`config.mk`:
```
export PLATFORM = sky130hd
export DESIGN_NAME = l1_cache
export DESIGN_NICKNAME = d
export VERILOG_FILES = /design/src/rtl/l1_cache.sv
export SDC_FILE = /design/constraint.sdc
export NUM_CORES = 1
export LEC_CHECK = 0
export BUFFER_PORTS_ARGS = -buffer_cell sky130_fd_sc_hd__clkbuf_2
export CAP_MARGIN = 20
export CORE_MARGIN = 2
export CORE_UTILIZATION = 35
export DETAILED_ROUTE_END_ITERATION = 12
export PLACE_DENSITY = 0.62
export SYNTH_ARGS = -nofsm -noshare
export SYNTH_HDL_FRONTEND = slang
export SYNTH_SLANG_ARGS = --single-unit
```
`constraint.sdc`:
```
create_clock -name clk -period 6.43 [get_ports clk]
set_input_delay 0.9645 -clock clk [delete_from_list [all_inputs] [get_ports clk]]
set_output_delay 0.9645 -clock clk [all_outputs]
set_load 0.01 [all_outputs]
```
`src/rtl/l1_cache.sv`:
```
// l1_cache: direct-mapped, write-back, write-allocate L1 cache.
//
// The core-facing port answers word reads and writes. Hits are serviced in the
// request cycle, with no stall. A miss stalls the core. If the victim line is
// dirty, the cache first writes that line back. It then allocates the requested
// 128-bit block from the block memory and returns to COMPARE, where the held
// request hits.
//
// Ports:
//   clk, rst_n       clock; synchronous active-low reset (control state only)
//   proc_read        word read request, held while proc_stall is high
//   proc_write       word write request, held while proc_stall is high
//   proc_addr[29:0]  word address {tag, index, word}
//   proc_wdata[31:0] write data
//   proc_stall       high while the presented request is not yet serviced
//   proc_rdata[31:0] read data, valid when proc_read=1 and proc_stall=0
//   mem_read         block read request (level, held until mem_ready)
//   mem_write        block write request (level, held until mem_ready)
//   mem_addr[27:0]   block address {tag, index}
//   mem_wdata[127:0] block write data, word 0 in [31:0]
//   mem_ready        single-cycle acknowledge from the block memory
//   mem_rdata[127:0] block read data, valid with mem_ready
module l1_cache #(
  parameter int INDEX_W = 3
) (
  input  logic         clk,
  input  logic         rst_n,
  input  logic         proc_read,
  input  logic         proc_write,
  input  logic [29:0]  proc_addr,
  input  logic [31:0]  proc_wdata,
  output logic         proc_stall,
  output logic [31:0]  proc_rdata,
  output logic         mem_read,
  output logic         mem_write,
  output logic [27:0]  mem_addr,
  output logic [127:0] mem_wdata,
  input  logic         mem_ready,
  input  logic [127:0] mem_rdata
);

  localparam int TAG_W = 28 - INDEX_W;
  localparam int LINES = 1 << INDEX_W;

  typedef enum logic [1:0] {
    COMPARE   = 2'd0,
    WRITEBACK = 2'd1,
    ALLOCATE  = 2'd2
  } state_t;

  state_t state, state_next;

  logic [LINES-1:0] valid;
  logic [LINES-1:0] dirty;
  logic [TAG_W-1:0] tag_mem  [LINES];
  logic [127:0]     data_mem [LINES];

  logic [INDEX_W-1:0] idx;
  logic [TAG_W-1:0]   req_tag;
  logic [1:0]         word;
  logic [127:0]       line;
  logic               request;
  logic               hit;
  logic               hit_write;
  logic               fill;

  assign idx     = proc_addr[INDEX_W+1:2];
  assign req_tag = proc_addr[29:INDEX_W+2];
  assign word    = proc_addr[1:0];
  assign line    = data_mem[idx];
  assign request = proc_read | proc_write;
  assign hit     = valid[idx] && (tag_mem[idx] == req_tag);

  // Read data is taken straight from the indexed line. It is only meaningful
  // when proc_read is high and proc_stall is low.
  assign proc_rdata = line[{word, 5'd0} +: 32];

  // The memory requests are decoded from the registered state only. This keeps
  // mem_read and mem_write mutually exclusive. It also holds them, together with
  // the address and write block, stable until the memory acknowledges.
  always_comb begin
    state_next = state;
    proc_stall = 1'b0;
    mem_read   = 1'b0;
    mem_write  = 1'b0;
    mem_addr   = {req_tag, idx};
    mem_wdata  = line;
    hit_write  = 1'b0;
    fill       = 1'b0;
    case (state)
      COMPARE: begin
        if (request) begin
          if (hit) begin
            // A write wins when both requests are raised together.
            hit_write = proc_write;
          end else begin
            proc_stall = 1'b1;
            state_next = (valid[idx] && dirty[idx]) ? WRITEBACK : ALLOCATE;
          end
        end
      end
      WRITEBACK: begin
        proc_stall = 1'b1;
        mem_write  = 1'b1;
        mem_addr   = {tag_mem[idx], idx};
        if (mem_ready) state_next = ALLOCATE;
      end
      ALLOCATE: begin
        proc_stall = 1'b1;
        mem_read   = 1'b1;
        if (mem_ready) begin
          fill       = 1'b1;
          state_next = COMPARE;
        end
      end
      default: state_next = COMPARE;
    endcase
  end

  always_ff @(posedge clk) begin
    if (!rst_n) begin
      state <= COMPARE;
      valid <= '0;
      dirty <= '0;
    end else begin
      state <= state_next;
      if (fill) begin
        valid[idx] <= 1'b1;
        dirty[idx] <= 1'b0;
      end
      if (hit_write) dirty[idx] <= 1'b1;
    end
  end

  // Tags and data carry no reset. Writes are blocked during reset so that a
  // late mem_ready seen while rst_n is low cannot fill a line.
  always_ff @(posedge clk) begin
    if (rst_n) begin
      if (fill) begin
        tag_mem[idx]  <= req_tag;
        data_mem[idx] <= mem_rdata;
      end
      if (hit_write) data_mem[idx][{word, 5'd0} +: 32] <= proc_wdata;
    end
  end

endmodule

```
==> insert_results.sql, run 1 <==
INSERT INTO impl_metrics (metric_group, metric, value, unit) VALUES
('setup_path', 'criticalPathCategory', 'primary input to output pin', ''),
('power', 'power.density', '304', 'mW/mm^2'),
('clock_network', 'cts_max_path_buffers', '3', ''),
('setup_path', 'cp.arrival', '4.47', 'ns'),
('global_routing', 'grt_resource_usage_total', '0.222', ''),
('setup_path', 'timing.critical_path.fanout_max', '103', ''),
('route', 'num_vias', '29784', ''),
('floorplanning', 'initial_core_util', '0.353', ''),
('power', 'power.ir.vdd_worst', '234', 'uV'),
('floorplanning', 'chipHeight', '377', 'um'),
('sta', 'fin_tns_setup', '0', 'ns'),
('sta', 'clock-skew-final', '0.0928', 'ns'),
('route', 'route.detailed.wl_per_inst', '31.0', 'um'),
('setup_path', 'critical_path.most_common_cell', 'buf_12', ''),
('worst_hold_path', 'hold_path.class', 'register to register', ''),
('sta', 'timing.final.crit_period', '5.44', 'ns'),
('synth', 'dominantRegCellSynth', 'edfxtp_1', ''),
('synth', 'synth-seq-area-share', '0.763', ''),
('setup_path', 'worst_ep_required_time', '5.47', 'ns'),
('power', 'total_power', '17.6', 'mW'),
('sta', 'timing_hold_violations_final', '0', ''),
('clock_network', 'cts.repair.resized', '0', ''),
('route', 'drtPass1Iterations', '6', ''),
('route', 'total_routed_wirelength', '161000', 'um'),
('setup_path', 'crit_path_start_kind', 'primary input', ''),
('sta', 'tightestPinTransition', '1.17', 'ns'),
('floorplanning', 'die_x', '377', 'um'),
('placed_design', 'buffer_ports.inserted', '385', ''),
('route', 'dr.first_iter.drc_count', '3698', ''),
('global_routing', 'globalRouteOverflowTotal', '0', ''),
('clock_network', 'clock_sinks', '1242', ''),
('setup_path', 'r2r.worst_path.cells', '10', ''),
('route', 'drt.antenna.violating_nets', '0', ''),
('floorplanning', 'dieArea', '0.142', 'mm^2'),
('synth', 'netlist_area', '0.0487', 'mm^2'),
('synth', 'synthCells', '2873', ''),
('global_routing', 'grt_antenna_before_repair', '15', ''),
('status', 'status', 'finished, final reports clean', ''),
('layout', 'final_cells', '5199', ''),
('power', 'leakagePower', '20.0', 'nW'),
('clock_network', 'cts_hold_repair.buffers', '0', ''),
('synth', 'yosys_register_bits', '1242', ''),
('clock_network', 'cts_inserted_buffers', '117', ''),
('synth', 'synthesis.area_per_instance', '16.9', 'um^2'),
('synth', 'ys_async_sr_fraction', '0', ''),
('sta', 'maxSlewHeadroom', '0.218', ''),
('placed_design', 'detailed_place_hpwl', '102000', 'um'),
('route', 'number_of_remaining_drc_errors', '0', ''),
('layout', 'drive_above_1_share', '0.246', ''),
('clock_network', 'cts_tree', 'done', ''),
('layout', 'final_cell_mix', '1224 x edfxtp_1, 414 x a22oi_1, 384 x clkbuf_2, 181 x mux2i_1, 138 x nand2_1', ''),
('placed_design', 'place.detailed.instances', '4974', ''),
('layout', 'seqCellArea', '0.0371', 'mm^2'),
('placed_design', 'gp_congestion', '0.833', ''),
('layout', 'nNetsFinal', '3503', ''),
('synth', 'synth_cell_types', '49', ''),
('sta', 'timing.final.setup_violations', '0', ''),
('layout', 'final.fill_count', '12224', ''),
('synth', 'synthesis.nets', '3077', ''),
('synth', 'synth_edf_count', '1224', ''),
('layout', 'layout_commonest_cell', 'edfxtp_1', ''),
('setup_path', 'crit_path_cell_trace', 'buf_6 -> buf_12 -> buf_4 -> nor3_2 -> buf_12 -> a22oi_1 -> nand4_1 -> mux4_2 -> clkbuf_2', ''),
('synth', 'synthesis.yosys.warnings', '0', ''),
('sta', 'final_number_of_max_transition_violations', '0', ''),
('layout', 'flow.area_growth_from_synthesis', '18.9', '%'),
('setup_path', 'worstSetupEndpointType', 'output pin', ''),
('global_routing', 'grt_pass1_vias', '27963', ''),
('flow_run', 'drv_cap', '0', ''),
('clock_network', 'clk_transition_reported_paths', '0.06', 'ns'),
('sta', 'maxClockFrequency', '184', 'MHz'),
('floorplanning', 'core_footprint', '0.138', 'mm^2');
[power breakdown]
part	leakage [nW]	internal, mW	switching (mW)
clock	1.97	4.22	3.12
sequential	11.2	8.94	0.0116
combinational	6.89	0.386	0.904
[final cells by class]
class                   instances  area share
flip-flops and latches       1242       0.641
multi-input cells            1307       0.186
repair buffers                493      0.0535
clock buffers                 136      0.0518
well taps                    1794      0.0388
clock inverters                85      0.0192
inverters                     138     0.00897
diodes                          4    0.000173
[stage by stage]
stage / hold slack, ns / utilization / instance area [um^2] / setup WS [ns]
global route: 0.465 / 0.420 / 57900 / 0.806
CTS: 0.459 / 0.420 / 57800 / 1.09
floorplan: 0.426 / - / 48700 / 0.905
detailed placement: 0.444 / 0.390 / 53700 / 0.861
global placement: 0.444 / 0.390 / 53700 / 0.829
finish: 0.459 / 0.420 / 57900 / 0.991
[flip-flops by register name, indices dropped and copies added (netlist names), named ones only]
signal / cells
tag_mem: 200
data_mem: 1024
state: 2
valid: 8
[worst paths after layout]
path	startpoint	to	slack [ns]
worst min-delay path	valid[0]	valid[0]	0.46
worst min register to register	valid[0]	valid[0]	0.46
worst max register to register	tag_mem[4][3]	data_mem[1][27]	2.24
worst max-delay path	proc_addr[2]	proc_rdata[13]	0.99
[per-layer routing]
layer | GRT usage | vias to the layer above | share of wire
met2 | 0.343 | 1770 | 0.46
li1 | - | 12446 | -
met1 | 0.307 | 15353 | 0.40
met3 | 0.0556 | 213 | 0.11
met4 | 0.0685 | 2 | 0.028
met5 | 0 | - | 0.000081
[synthesized netlist by cell type (14+ instances only)]
cell type	count	share of area
a21oi_1	72	0.0074
a221oi_1	47	0.0085
a22o_1	37	0.0067
a22oi_1	414	0.064
buf_1	15	0.0012
buf_2	17	0.0017
clkbuf_1	146	0.011
dfxtp_1	18	0.0074
edfxtp_1	1224	0.76
inv_1	134	0.010
mux2_2	42	0.0097
mux2i_1	181	0.037
mux4_2	58	0.027
nand2_1	138	0.011
nand3_1	41	0.0042
nand4_1	94	0.012
nor2_1	61	0.0047
o21ai_0	14	0.0014
[cell families after synthesis]
group / count (synthesis) / synth area share
and+or+nand+nor: 366 / 0.0361
AOI/OAI and AO/OA: 634 / 0.0961
muxes: 281 / 0.0738
adders and majority gates: 9 / 0.00231
DFF: 1242 / 0.763
xor gates and xnor gates: 17 / 0.00306
buffers and inverters: 324 / 0.0260
[worst max-delay path, delay by kind of cell]
kind / cells / cell delay (ns)
simple gates: 2 / 0.70
buf+inv: 5 / 1.48
mux: 1 / 0.73
compound gates: 1 / 0.32
No activity file was read; power rests on OpenSTA's default activity.
==> run 2: changes to the inputs <==
Clock period 6.43 ns to 5.4 ns, I/O delays scaled along.
==> run 2 against run 1 <==
  * Sequential share of layout area up 0.16 points
  * Total power increased by 15%
  * Sequential cell count is the same
  * Clock-buffer cell count is 5 lower
  * Cell count increased by 0.38%
  * Worst setup slack lost 0.54 ns
  * Via count shrank 0.76%
  * Clock power grew 8.4%
  * Critical endpoint is now proc_rdata[9]
  * Largest power group unchanged
==> insert_results.sql, run 2 (synthesized netlist as in run 1, its figures left out) <==
INSERT INTO impl_metrics (metric_group, metric, value, unit) VALUES
('status', 'status', 'finished, final reports clean', ''),
('global_routing', 'grt_antenna_before_repair', '19', ''),
('floorplanning', 'row_count', '136', ''),
('placed_design', 'gp_congestion', '0.819', ''),
('sta', 'timing_hold_violations_final', '0', ''),
('setup_path', 'crit_path_cell_trace', 'buf_6 -> buf_12 -> clkinv_1 -> nor2_4 -> buf_4 -> a22oi_1 -> nand4_1 -> mux4_2 -> clkbuf_2', ''),
('layout', 'max_reg_flops', '1024', ''),
('route', 'num_vias', '29557', ''),
('route', 'drt.antenna.violating_nets', '0', ''),
('layout', 'layout_commonest_cell', 'edfxtp_1', ''),
('sta', 'maxSlewHeadroom', '0.336', ''),
('route', 'route.detailed.wl_per_inst', '30.1', 'um'),
('sta', 'timing.final.crit_period', '4.94', 'ns'),
('global_routing', 'pin_count_of_the_biggest_net_entering_global_routing', '94', ''),
('floorplanning', 'die_x', '377', 'um'),
('layout', 'flow.area_growth_from_synthesis', '18.6', '%'),
('clock_network', 'cts_max_path_buffers', '3', ''),
('setup_path', 'worst_ep_required_time', '4.59', 'ns'),
('worst_hold_path', 'number_of_instances_on_the_worst_hold_path', '1', ''),
('floorplanning', 'pin_count', '386', ''),
('sta', 'tightestPinTransition', '0.996', 'ns'),
('clock_network', 'post_cts_repair_setup_buffers', '0', ''),
('worst_hold_path', 'hold_path.class', 'primary input to register', ''),
('layout', 'fin_area', '0.0577', 'mm^2'),
('global_routing', 'grt_pass1_vias', '28235', ''),
('setup_path', 'crit-reg2reg-capture', 'data_mem[5][73]', ''),
('setup_path', 'regToRegSetupSlack', '1.32', 'ns'),
('setup_path', 'crit-reg2reg-launch', 'tag_mem[0][1]', ''),
('setup_path', 'r2r.worst_path.cells', '10', ''),
('power', 'power.ir.vdd_worst', '259', 'uV'),
('global_routing', 'globalRouteOverflowTotal', '0', ''),
('sta', 'layout_worst_path_cycle_share', '0.916', ''),
('floorplanning', 'chipHeight', '377', 'um'),
('layout', 'final_cell_mix', '1224 x edfxtp_1, 414 x a22oi_1, 384 x clkbuf_2, 181 x mux2i_1, 138 x nand2_1', ''),
('setup_path', 'cp.arrival', '4.13', 'ns'),
('setup_path', 'critPathSlowestCell', 'nor2_4', ''),
('clock_network', 'cts_inserted_buffers', '114', ''),
('clock_network', 'ctsRootBufferMaster', 'clkbuf_16', ''),
('setup_path', 'criticalPathCategory', 'primary input to output pin', ''),
('global_routing', 'grt_resource_usage_total', '0.216', ''),
('power', 'power.density', '350', 'mW/mm^2'),
('layout', 'final.fill_count', '12326', ''),
('setup_path', 'crit_path_start_kind', 'primary input', ''),
('floorplanning', 'core_footprint', '0.138', 'mm^2'),
('worst_hold_path', 'hold_path_startpoint', 'proc_addr[25]', ''),
('layout', 'seqCellArea', '0.0371', 'mm^2'),
('route', 'route.detailed.vias_per_inst', '5.66', ''),
('route', 'total_routed_wirelength', '157000', 'um'),
('setup_path', 'worstSetupEndpointType', 'output pin', ''),
('sta', 'final_number_of_max_transition_violations', '0', ''),
('layout', 'post-route-util', '0.419', ''),
('clock_network', 'ctsHtreeMaxLevel', '3', ''),
('clock_network', 'clk_latency', '0.77', 'ns'),
('setup_path', 'timing.critical_path.fanout_max', '54', ''),
('layout', 'nNetsFinal', '3529', ''),
('clock_network', 'clk_transition_reported_paths', '0.07', 'ns'),
('layout', 'drive_above_1_share', '0.247', ''),
('power', 'leakagePower', '20.0', 'nW'),
('route', 'number_of_remaining_drc_errors', '0', ''),
('placed_design', 'buffer_ports.inserted', '385', ''),
('sta', 'clock-skew-final', '0.0972', 'ns'),
('sta', 'timing.final.setup_violations', '0', ''),
('layout', 'largest_register', 'data_mem', ''),
('sta', 'fin_tns_setup', '0', 'ns'),
('layout', 'largest_registers', 'data_mem x1024, tag_mem x200, valid x8', ''),
('clock_network', 'clock_sinks', '1242', ''),
('worst_hold_path', 'min_to', 'tag_mem[5][20]', ''),
('global_routing', 'global_route_wire_length_before_repair', '217000', 'um'),
('sta', 'unrepaired_setup_endpoints_after_global_routing', 'false', ''),
('route', 'drtPass1Iterations', '5', ''),
('placed_design', 'post_dp_cell_area', '0.0540', 'mm^2'),
('clock_network', 'cts_hold_repair.buffers', '0', ''),
('clock_network', 'cts.repair.resized', '0', ''),
('floorplanning', 'dieArea', '0.142', 'mm^2'),
('placed_design', 'detailed_place_hpwl', '103000', 'um'),
('sta', 'maxClockFrequency', '202', 'MHz'),
('flow_run', 'drv_cap', '0', ''),
('route', 'dr.first_iter.drc_count', '3660', ''),
('setup_path', 'slowest_delay', '0.56', 'ns'),
('floorplanning', 'initial_core_util', '0.353', ''),
('clock_network', 'cts_tree', 'done', ''),
('layout', 'multi_input_area', '0.0108', 'mm^2');
## run 2: cell types whose count changed in the layout (fill, tap and decap cells not counted), sizes merged, moves of 5 or more
| cell | before | now |
|---|---|---|
| buf | 109 | 138 |
| bufinv | 21 | 10 |
| clkbuf | 520 | 515 |
| clkinv | 49 | 65 |
| clkinvlp | 12 | 3 |
## run 2: worst max-delay path: cells and delay by family
kind                   cells  cell delay (ns)
buffers and inverters      5             1.76
and+or+nand+nor            2             0.99
muxes                      1             0.33
AOI/OAI and AO/OA          1             0.13
## run 2: worst max path at each step
stage | start | end | slack [ns] | cells past startpoint
after global placement | proc_addr[3] | data_mem[5][94] | 0.31 | 13
after floorplan | proc_addr[4] | data_mem[0][100] | 0.03 | 11
after detailed placement | proc_addr[2] | data_mem[5][73] | 0.36 | 12
final | proc_addr[2] | proc_rdata[9] | 0.46 | 9
after CTS | proc_addr[2] | proc_rdata[4] | 0.46 | 10
after global routing | proc_addr[2] | proc_rdata[9] | 0.31 | 9
## run 2: through the flow
stage / instances / hold slack (ns) / total power, mW / worst slack (ns)
detailed placement: 5002 / 0.441 / 12.4 / 0.357
global route: 5216 / 0.391 / 20.7 / 0.307
global placement: 5002 / 0.438 / 12.4 / 0.309
CTS: 5212 / 0.349 / 20.2 / 0.462
finish: 5219 / 0.392 / 20.2 / 0.455
floorplan: 2873 / 0.426 / 11.6 / 0.0291
## run 2: metal layers
layer  track usage  vias up  routed length (um)
li1              -    12499                   -
met1         0.301    15214               63200
met2         0.334     1644               72500
met3        0.0534      194               17200
met4        0.0648        6                4190
met5             0        -                  36
## run 2: final cells by class
type | instances | area share
Antenna cell | 6 | 0.000260
Clock buffer | 131 | 0.0505
Clock inverter | 79 | 0.0136
Inverter | 138 | 0.00900
Multi-Input combinational cell | 1307 | 0.186
Sequential cell | 1242 | 0.643
Tap cell | 1794 | 0.0389
Timing Repair Buffer | 522 | 0.0583
## run 2: where the power goes
group	internal [mW]	leakage (nW)	switching, mW
Sequential	10.6	11.2	0.0136
Combinational	0.472	7.05	1.08
Clock	4.38	1.80	3.58
Total	15.5	20.0	4.68
